===== src/rtl/fighter_pkg.sv =====
// Shared fighter definitions: jump-state encoding, arena bounds and the
// knockback saturation limit. Also used by the knockback controller.
package fighter_pkg;

  // Vertical motion phases of the jump state machine
  typedef enum logic [1:0] {
    GROUND = 2'd0,
    RISE   = 2'd1,
    FALL   = 2'd2
  } jump_state_e;

  // Arena bounds shared with the knockback controller
  localparam int X_MIN = 10;
  localparam int X_MAX = 629;

  // Largest horizontal speed accepted from the knockback controller
  localparam int KNOCK_SAT = 64;

endpackage


===== src/rtl/fighter_jump_fsm.sv =====
// Jump/gravity state machine for one fighter. Owns the vertical speed and
// the Y position; every update happens on a frame_tick edge only.
// The current state is exposed on the state output as a probe point.
module fighter_jump_fsm
  import fighter_pkg::*;
#(
  parameter int GROUND_Y = 400,
  parameter int JUMP_V   = 12,
  parameter int GRAVITY  = 1
) (
  input  logic               clk,
  input  logic               reset,
  input  logic               frame_tick,
  input  logic               jump,
  output logic signed [31:0] ypos,
  output logic               airborne,
  output jump_state_e        state
);

  jump_state_e        state_q, state_d;
  logic signed [31:0] vy_q, vy_d;
  logic signed [31:0] y_q, y_d;
  logic signed [31:0] vy_tmp;
  logic signed [31:0] y_tmp;

  // State, speed and height registers; reset lands the fighter at rest
  always_ff @(posedge clk) begin
    if (reset) begin
      state_q <= GROUND;
      vy_q    <= '0;
      y_q     <= GROUND_Y;
    end else begin
      state_q <= state_d;
      vy_q    <= vy_d;
      y_q     <= y_d;
    end
  end

  // Next-state physics: nothing moves unless frame_tick is high
  always_comb begin
    state_d = state_q;
    vy_d    = vy_q;
    y_d     = y_q;
    vy_tmp  = '0;
    y_tmp   = '0;
    if (frame_tick) begin
      unique case (state_q)
        GROUND: begin
          // Take-off tick: speed is loaded but height does not change yet
          if (jump) begin
            state_d = RISE;
            vy_d    = JUMP_V;
          end
        end
        RISE: begin
          y_d    = y_q - vy_q;
          vy_tmp = vy_q - GRAVITY;
          if (vy_tmp <= 0) begin
            state_d = FALL;
            vy_d    = '0;
          end else begin
            vy_d = vy_tmp;
          end
        end
        FALL: begin
          vy_tmp = vy_q + GRAVITY;
          y_tmp  = y_q + vy_tmp;
          if (y_tmp >= GROUND_Y) begin
            // Landing tick: jump is not sampled here, so a held jump
            // retriggers on the following tick
            state_d = GROUND;
            vy_d    = '0;
            y_d     = GROUND_Y;
          end else begin
            vy_d = vy_tmp;
            y_d  = y_tmp;
          end
        end
        default: begin
          state_d = GROUND;
          vy_d    = '0;
          y_d     = GROUND_Y;
        end
      endcase
    end
  end

  assign ypos     = y_q;
  assign airborne = (state_q != GROUND);
  assign state    = state_q;

endmodule


===== src/rtl/fighter_motion_p1.sv =====
// Player-1 position integrator. Once per frame_tick it merges walk input with
// the knockback velocity, clamps X to the arena and registers the result.
// Build option FIGHTER_JUMP_EN: when defined the jump FSM drives Ypos and
// airborne; when undefined the fighter stays on the ground.
module fighter_motion_p1 #(
  parameter int X_MIN     = fighter_pkg::X_MIN,
  parameter int X_MAX     = fighter_pkg::X_MAX,
  parameter int FIGHTER_W = 32,
  parameter int START_X   = 100,
  parameter int GROUND_Y  = 400,
  parameter int WALK_STEP = 3,
  parameter int JUMP_V    = 12,
  parameter int GRAVITY   = 1
) (
  input  logic               clk,
  input  logic               Reset,
  input  logic               frame_tick,
  input  logic               left,
  input  logic               right,
  input  logic               jump,
  input  logic signed [31:0] knock_x,
  output logic signed [31:0] Xpos,
  output logic signed [31:0] Ypos,
  output logic signed [31:0] dx_applied,
  output logic               at_left_wall,
  output logic               at_right_wall,
  output logic               airborne
);

  import fighter_pkg::*;

  // Rightmost legal Xpos keeps the whole sprite inside the arena
  localparam int X_RIGHT = X_MAX - FIGHTER_W;

  logic signed [31:0] xpos_q;
  logic signed [31:0] dx_q;
  logic               left_wall_q;
  logic               right_wall_q;
  logic signed [31:0] raw_dx;
  logic signed [31:0] x_sum;
  logic signed [31:0] x_next;

  // Raw velocity selection and arena clamp; knockback overrides walking
  always_comb begin
    raw_dx = '0;
    if (knock_x != 0) begin
      if (knock_x > KNOCK_SAT)       raw_dx = KNOCK_SAT;
      else if (knock_x < -KNOCK_SAT) raw_dx = -KNOCK_SAT;
      else                           raw_dx = knock_x;
    end else if (right && !left) begin
      raw_dx = WALK_STEP;
    end else if (left && !right) begin
      raw_dx = -WALK_STEP;
    end
    // Saturated speed plus an in-arena Xpos cannot overflow 32 bits
    x_sum = xpos_q + raw_dx;
    if (x_sum < X_MIN)        x_next = X_MIN;
    else if (x_sum > X_RIGHT) x_next = X_RIGHT;
    else                      x_next = x_sum;
  end

  // X position, applied delta and wall flags, updated once per frame
  always_ff @(posedge clk) begin
    if (Reset) begin
      xpos_q       <= START_X;
      dx_q         <= '0;
      left_wall_q  <= 1'b0;
      right_wall_q <= 1'b0;
    end else if (frame_tick) begin
      xpos_q       <= x_next;
      dx_q         <= x_next - xpos_q;
      left_wall_q  <= (x_next == X_MIN);
      right_wall_q <= (x_next == X_RIGHT);
    end
  end

  assign Xpos          = xpos_q;
  assign dx_applied    = dx_q;
  assign at_left_wall  = left_wall_q;
  assign at_right_wall = right_wall_q;

`ifdef FIGHTER_JUMP_EN
  // FSM state is kept as a probe point for checkers; no top-level logic uses it
  jump_state_e unused_jump_state;

  fighter_jump_fsm #(
    .GROUND_Y (GROUND_Y),
    .JUMP_V   (JUMP_V),
    .GRAVITY  (GRAVITY)
  ) u_jump_fsm (
    .clk        (clk),
    .reset      (Reset),
    .frame_tick (frame_tick),
    .jump       (jump),
    .ypos       (Ypos),
    .airborne   (airborne),
    .state      (unused_jump_state)
  );
`else
  // Ground-only build: jump input and jump tuning have no effect
  logic unused_jump;
  localparam int unused_jump_params = JUMP_V + GRAVITY;
  assign unused_jump = jump;
  assign Ypos        = GROUND_Y;
  assign airborne    = 1'b0;
`endif

endmodule

===== config.mk =====
export PLATFORM = sky130hd
export DESIGN_NAME = fighter_motion_p1
export DESIGN_NICKNAME = d
export VERILOG_FILES = /design/src/rtl/fighter_pkg.sv /design/src/rtl/fighter_jump_fsm.sv /design/src/rtl/fighter_motion_p1.sv
export SDC_FILE = /design/constraint.sdc
export NUM_CORES = 1
export LEC_CHECK = 0
export CAP_MARGIN = 20
export CORE_MARGIN = 2
export CORE_UTILIZATION = 54
export CTS_CLUSTER_DIAMETER = 40
export DETAILED_ROUTE_END_ITERATION = 16
export PLACE_DENSITY = 0.81
export SLEW_MARGIN = 20
export SYNTH_ARGS = -nofsm -noshare
export SYNTH_HDL_FRONTEND = slang
export SYNTH_SLANG_ARGS = --single-unit

===== constraint.sdc =====
create_clock -name clk -period 9.8 [get_ports clk]
set_clock_uncertainty 0.2 [all_clocks]
set_input_delay 2.45 -clock clk [delete_from_list [all_inputs] [get_ports clk]]
set_output_delay 2.45 -clock clk [all_outputs]
set_load 0.01 [all_outputs]

# Yosys cells after proc, flatten, opt, wreduce, memory -nomap -nowiden
# Cells that the tools add are included.
op_classes:
  n_eq_ne: 2
  reduce_logical: 5
  n_lt_le_gt_ge: 4
  addsub: 2
  mux: 7
ops:
  columns: ["operator", "n"]
  rows:
  - ["32-bit two-way mux", 7]
  - ["32-bit adder", 1]
  - ["32-bit by 11-bit == test with 1-bit output (second input constant)", 1]
  - ["32-bit by 5-bit == test with 1-bit output (second input constant)", 1]
  - ["32-bit by 11-bit > comparator with 1-bit output (second input constant)", 1]
  - ["32-bit by 8-bit > comparator with 1-bit output (second input constant)", 1]
  - ["32-bit by 5-bit < comparator with 1-bit output (second input constant)", 1]
  - ["32-bit by 7-bit < comparator with 1-bit output (second input constant)", 1]
  - ["32-bit nonzero test", 1]
  - ["32-bit subtractor", 1]
  - ["1-bit logical AND", 2]
  - ["1-bit zero test", 2]
word_totals:
  out_inout_bits: 99
  in_bits: 38
  ff_bits: 66
  wordCells: 24

# Logic depth before layout (Yosys ltp)
depth:
  ltp_word: 10
  depth_mapped: 33
  mapped_depth_nobuf: 32

# Worst setup path before layout
# OpenSTA, ideal clock, no wires.
synth_path:
  path_kind: "input to register"
  startpoint: "input port knock_x[29]"
  endpoint: "register dx_q[30] (netlist: dx_applied[30])"
  required_time_ps: 9514
  setup_time_ps: 86
  path_slack_ps: 660
  path_stages: 32
  t_arrival_ps: 8854
  n_path_buf: 2
  cell_sequence: "nand4_1 -> nor4_1 -> nand2_1 -> ha_1 -> clkbuf_1 -> clkbuf_1 -> nor2_1 -> o21ai_0 -> ha_1 -> a21oi_4 -> o211ai_2 -> a211oi_2 -> o21ai_2 -> a311o_1 -> a31o_1 -> a2111oi_4 -> nand4_2 -> nor3_1 -> nand2b_1 -> ha_1 -> inv_1 -> fa_1 -> a211oi_1 -> o21ai_0 -> a21bo_2 -> a211oi_1 -> o31ai_1 -> a211oi_1 -> o21ai_0 -> a31oi_1 -> xor2_1 -> a211oi_1"
synth_via:
  elab_chain_len: 9
  elab_cells_between_ends: 12
  cone_classes: "add/sub (2); order compare (4); mux (5); reduce/logical (1)"
synth_lines:
  columns: ["item", "line_no", "text"]
  rows:
  - ["start: declaration", "fighter_motion_p1.sv:21", "input logic signed [31:0] knock_x,"]
  - ["32-bit by 7-bit < comparator with 1-bit output", "fighter_motion_p1.sv:48", "else if (knock_x < -KNOCK_SAT) raw_dx = -KNOCK_SAT;"]
  - ["32-bit two-way mux", "fighter_motion_p1.sv:48", null]
  - ["32-bit two-way mux", "fighter_motion_p1.sv:47", "if (knock_x > KNOCK_SAT) raw_dx = KNOCK_SAT;"]
  - ["32-bit two-way mux *", "fighter_motion_p1.sv:46", "if (knock_x != 0) begin"]
  - ["32-bit adder *", "fighter_motion_p1.sv:56", "x_sum = xpos_q + raw_dx;"]
  - ["32-bit by 11-bit > comparator with 1-bit output", "fighter_motion_p1.sv:58", "else if (x_sum > X_RIGHT) x_next = X_RIGHT;"]
  - ["32-bit two-way mux", "fighter_motion_p1.sv:58", null]
  - ["32-bit two-way mux *", "fighter_motion_p1.sv:57", "if (x_sum < X_MIN) x_next = X_MIN;"]
  - ["32-bit subtractor *", "fighter_motion_p1.sv:71", "dx_q <= x_next - xpos_q;"]
  - ["end signal: assignment", "fighter_motion_p1.sv:71", null]
  - ["end: declaration", "fighter_motion_p1.sv:36", "logic signed [31:0] dx_q;"]
# Mark *: on every way between the ends. The rest lies on a longest branch, timed or not.
# A chain may end at the register's enable or synchronous reset.

# Worst setup path in the final report
layout_path:
  startpoint: "input port knock_x[16]"
  endpoint: "register dx_q[30] (netlist: dx_applied[30])"
# The elaborated chain is that of the path after synthesis.

==> key figures <==
Status
  • Status: complete, no violations

Synthesis
  • Area contributors post-synth: dfxtp_1 19%, ha_1 12%, nor2_1 6.2%, a21oi_1 5.2%, o21ai_0 5.2%
  • Synth Instances: 940
  • Avg Cell Area, Syn: roughly 7.3 µm²
  • Post-synthesis sequential area ratio: slightly below 20%
  • EDFF count, synth: 0
  • Mapped cell area: slightly below 7000 µm²
  • Ys flop type: dfxtp_1
  • Synth top area share: 19.3%
  • Post-synthesis cell type count: around 70
  • Ys async rst share: 0%
  • Yosys warnings: 0
  • Synth area leader: dfxtp_1
  • Seq cells post-synth: 66

Clock network
  • CTS tree: done
  • Clock-pin slew on the worst setup and hold paths: ~0.050 ns
  • CTS Root Cell: clkbuf_16
  • Sink Count: 66
  • H-tree lvl count: 3
  • Hold Buf Count CTS: 0
  • CTS buffer count: 9
  • Longest Clk Path Bufs: 2
  • Clock Latency Late Sink: 0.35 ns

Die
  • Die area: 13600 µm²
  • Number of core rows: between 40 and 50
  • Die width: 117 µm
  • # IOs: ~140
  • Chip height: approximately 120 µm
  • Initial Utilization: approximately 55%
  • Core Region: 12500 µm²

Placement
  • IO buf count: approximately 100
  • Detail Placement HPWL: roughly 17000 µm
  • Area post-placement: 9420 µm²
  • Placed Cells: approximately 1400
  • Gp weighted congestion: 1.00

Pwr
  • Max rail drop VDD: between 0.00015 and 0.0002 V
  • Flop pwr share: between 20% and 30%
  • Combinational power share: between 30% and 40%
  • Power Total: approximately 0.99 mW
  • Clock Power Share: approximately a third
  • P_sw: ~0.31 mW
  • Sw Ratio: around 31%
  • Internal power: 0.682 mW
  • PwrDens: between 90 and 100 nW/µm²
  • Leakage power: approximately 4.5 nW

Finish
  • Fin area: 10000 µm²
  • Share of cells above drive strength 1: a little under a quarter
  • Synthesis-to-layout area growth: 46.6%
  • Commonest non-fill, non-tap cells in the layout: 210 x buf_4, 110 x nor2_1, 99 x clkdlybuf4s50_1
  • Layout Cells excl Fill: 1422
  • Layout Nets: approximately 1400
  • Diodes inserted: 0
  • Most common cell after layout, fill and taps aside: buf_4
  • Fin util: between 80 and 90%

Timing
  • FMAX: 104 MHz
  • Final Hold Viols: 0
  • Worst Max-Slew Pin Slew: ~0.8 ns
  • Worst hold margin: 0.269 ns
  • Part of the cycle the worst path needs: 98.3%
  • Max_slew headroom: between 40 and 50%
  • Unrepaired setup endpoints after global routing: yes
  • Tmin final: approximately 9.6 ns
  • Final setup violating endpoints: 0
  • Slew Viols, Final: 0

Setup path
  • WP data required: 9.79 ns
  • Arr. time, crit path: slightly below 10 ns
  • Crit end category: flop
  • Setup Crit Path Kind: in2reg
  • CP Launch Type: input pin
  • Max stage delay on crit path: 0.49 ns
  • CP most frequent cell: a211oi_2
  • Slowest CP cell: clkdlybuf4s50_1
  • FF-to-FF setup slack: between 3 and 4 ns
  • R2R cell count: 26
  • CP Max Fanout: 4

Min path
  • Class of the worst hold path: reg2reg
  • Worst hold path depth: 2

Run
  • Max-cap viol count: 0

Global routing
  • Largest net degree at the start of global routing: 71
  • GRT Util Overall: 33.4%
  • Total congestion overflow: 0
  • Vias in the first global route: between 7000 and 8000
  • First-pass GRT wire length: 36200 µm
  • Initial antenna violation count: 0

Detailed routing
  • Via density: 5.87
  • DR WL/cell: between 15 and 20 µm
  • Drt drc: 0
  • Remaining antenna violation count: 0
  • Iter 0 DRT Violations: about 820
  • Total wire length: about 24000 µm
  • Via count: 8345
  • DRT Pass-1 Iters: 7
==> power by group through the flow <==
stage          combinational (mW)  sequential (mW)  clock (mW)
3_5_place_dp                0.319            0.299           0
5_1_grt                     0.379            0.296       0.360
2_1_floorplan               0.179            0.304           0
6_report                    0.351            0.295       0.347
3_3_place_gp                0.311            0.299           0
4_1_cts                     0.330            0.294       0.348
==> stage by stage <==
step	TNS, ns	worst slack, ns
6_report	0	0.170
2_1_floorplan	0	0.660
3_3_place_gp	-2.08	-0.518
3_5_place_dp	-3.38	-0.738
4_1_cts	-0.00567	-0.00567
5_1_grt	-0.155	-0.0646
==> worst max-delay path: cells and delay by family <==
family / cells / cell delay (ns)
adders and majority gates: 5 / 1.40
xor gates and xnor gates: 1 / 0.28
and+or+nand+nor: 7 / 0.94
muxes: 1 / 0.14
AOI/OAI and AO/OA: 17 / 3.53
buffers and inverters: 4 / 0.83
==> logic make-up after synthesis <==
kind of cell | count (synthesis) | synth area share (%)
DFF | 66 | 19.3
AOI/OAI and AO/OA | 289 | 28.2
xor gates and xnor gates | 39 | 4.98
buffers and inverters | 127 | 8.81
adders and majority gates | 67 | 12.4
other | 2 | 0.110
and+or+nand+nor | 326 | 22.7
muxes | 24 | 3.50
==> cell type report <==
class	instances	area, µm²
well taps	172	215
inverters	55	206
fillers	840	2470
flip-flops and latches	66	1320
clock inverters	6	80.1
clock buffers	10	239
multi-input cells	799	5370
repair buffers	314	2620
==> synth_stat cells, types with 7 or more instances <==
cell type	count
nor3_1	46
nand2b_1	12
nand4_1	13
o21ai_0	71
nor4_1	13
and3_1	9
ha_1	65
xnor2_1	25
a21o_1	22
a211oi_1	15
a31oi_1	9
xor2_1	14
a21oi_1	71
clkbuf_1	30
nor2_1	113
dfxtp_1	66
nand3_1	15
nand2_1	63
inv_1	55
o211ai_1	8
and2_1	9
nor2b_1	7
o21a_1	19
mux2i_1	24
buf_4	33
==> registers in the layout (all words and copies together), names as in the netlist <==
register / cells
Xpos: 32
at_left_wall: 1
at_right_wall: 1
dx_applied: 32
==> final timing paths <==
kind,start,end
worst max-delay path,knock_x[16],dx_applied[30]
worst min-delay path,dx_applied[6],dx_applied[6]
worst max register to register,Xpos[0],dx_applied[30]
worst min register to register,dx_applied[6],dx_applied[6]
==> repair_timing <==
| action | CTS | global route |
|---|---|---|
| endpoints found under the setup margin | 7 | 20 |
| pin swaps | 4 | 22 |
| resized for setup | 17 | 41 |
| setup buffers | 2 | 7 |
==> layer usage <==
metal	track usage, %	vias up	share of wire (%)
met5	0	-	0
met4	12.5	0	3.5
met3	6.07	95	8.8
met2	56.4	434	47
met1	42.5	3862	41
li1	-	3954	-
(Power assumes the default switching activity.)
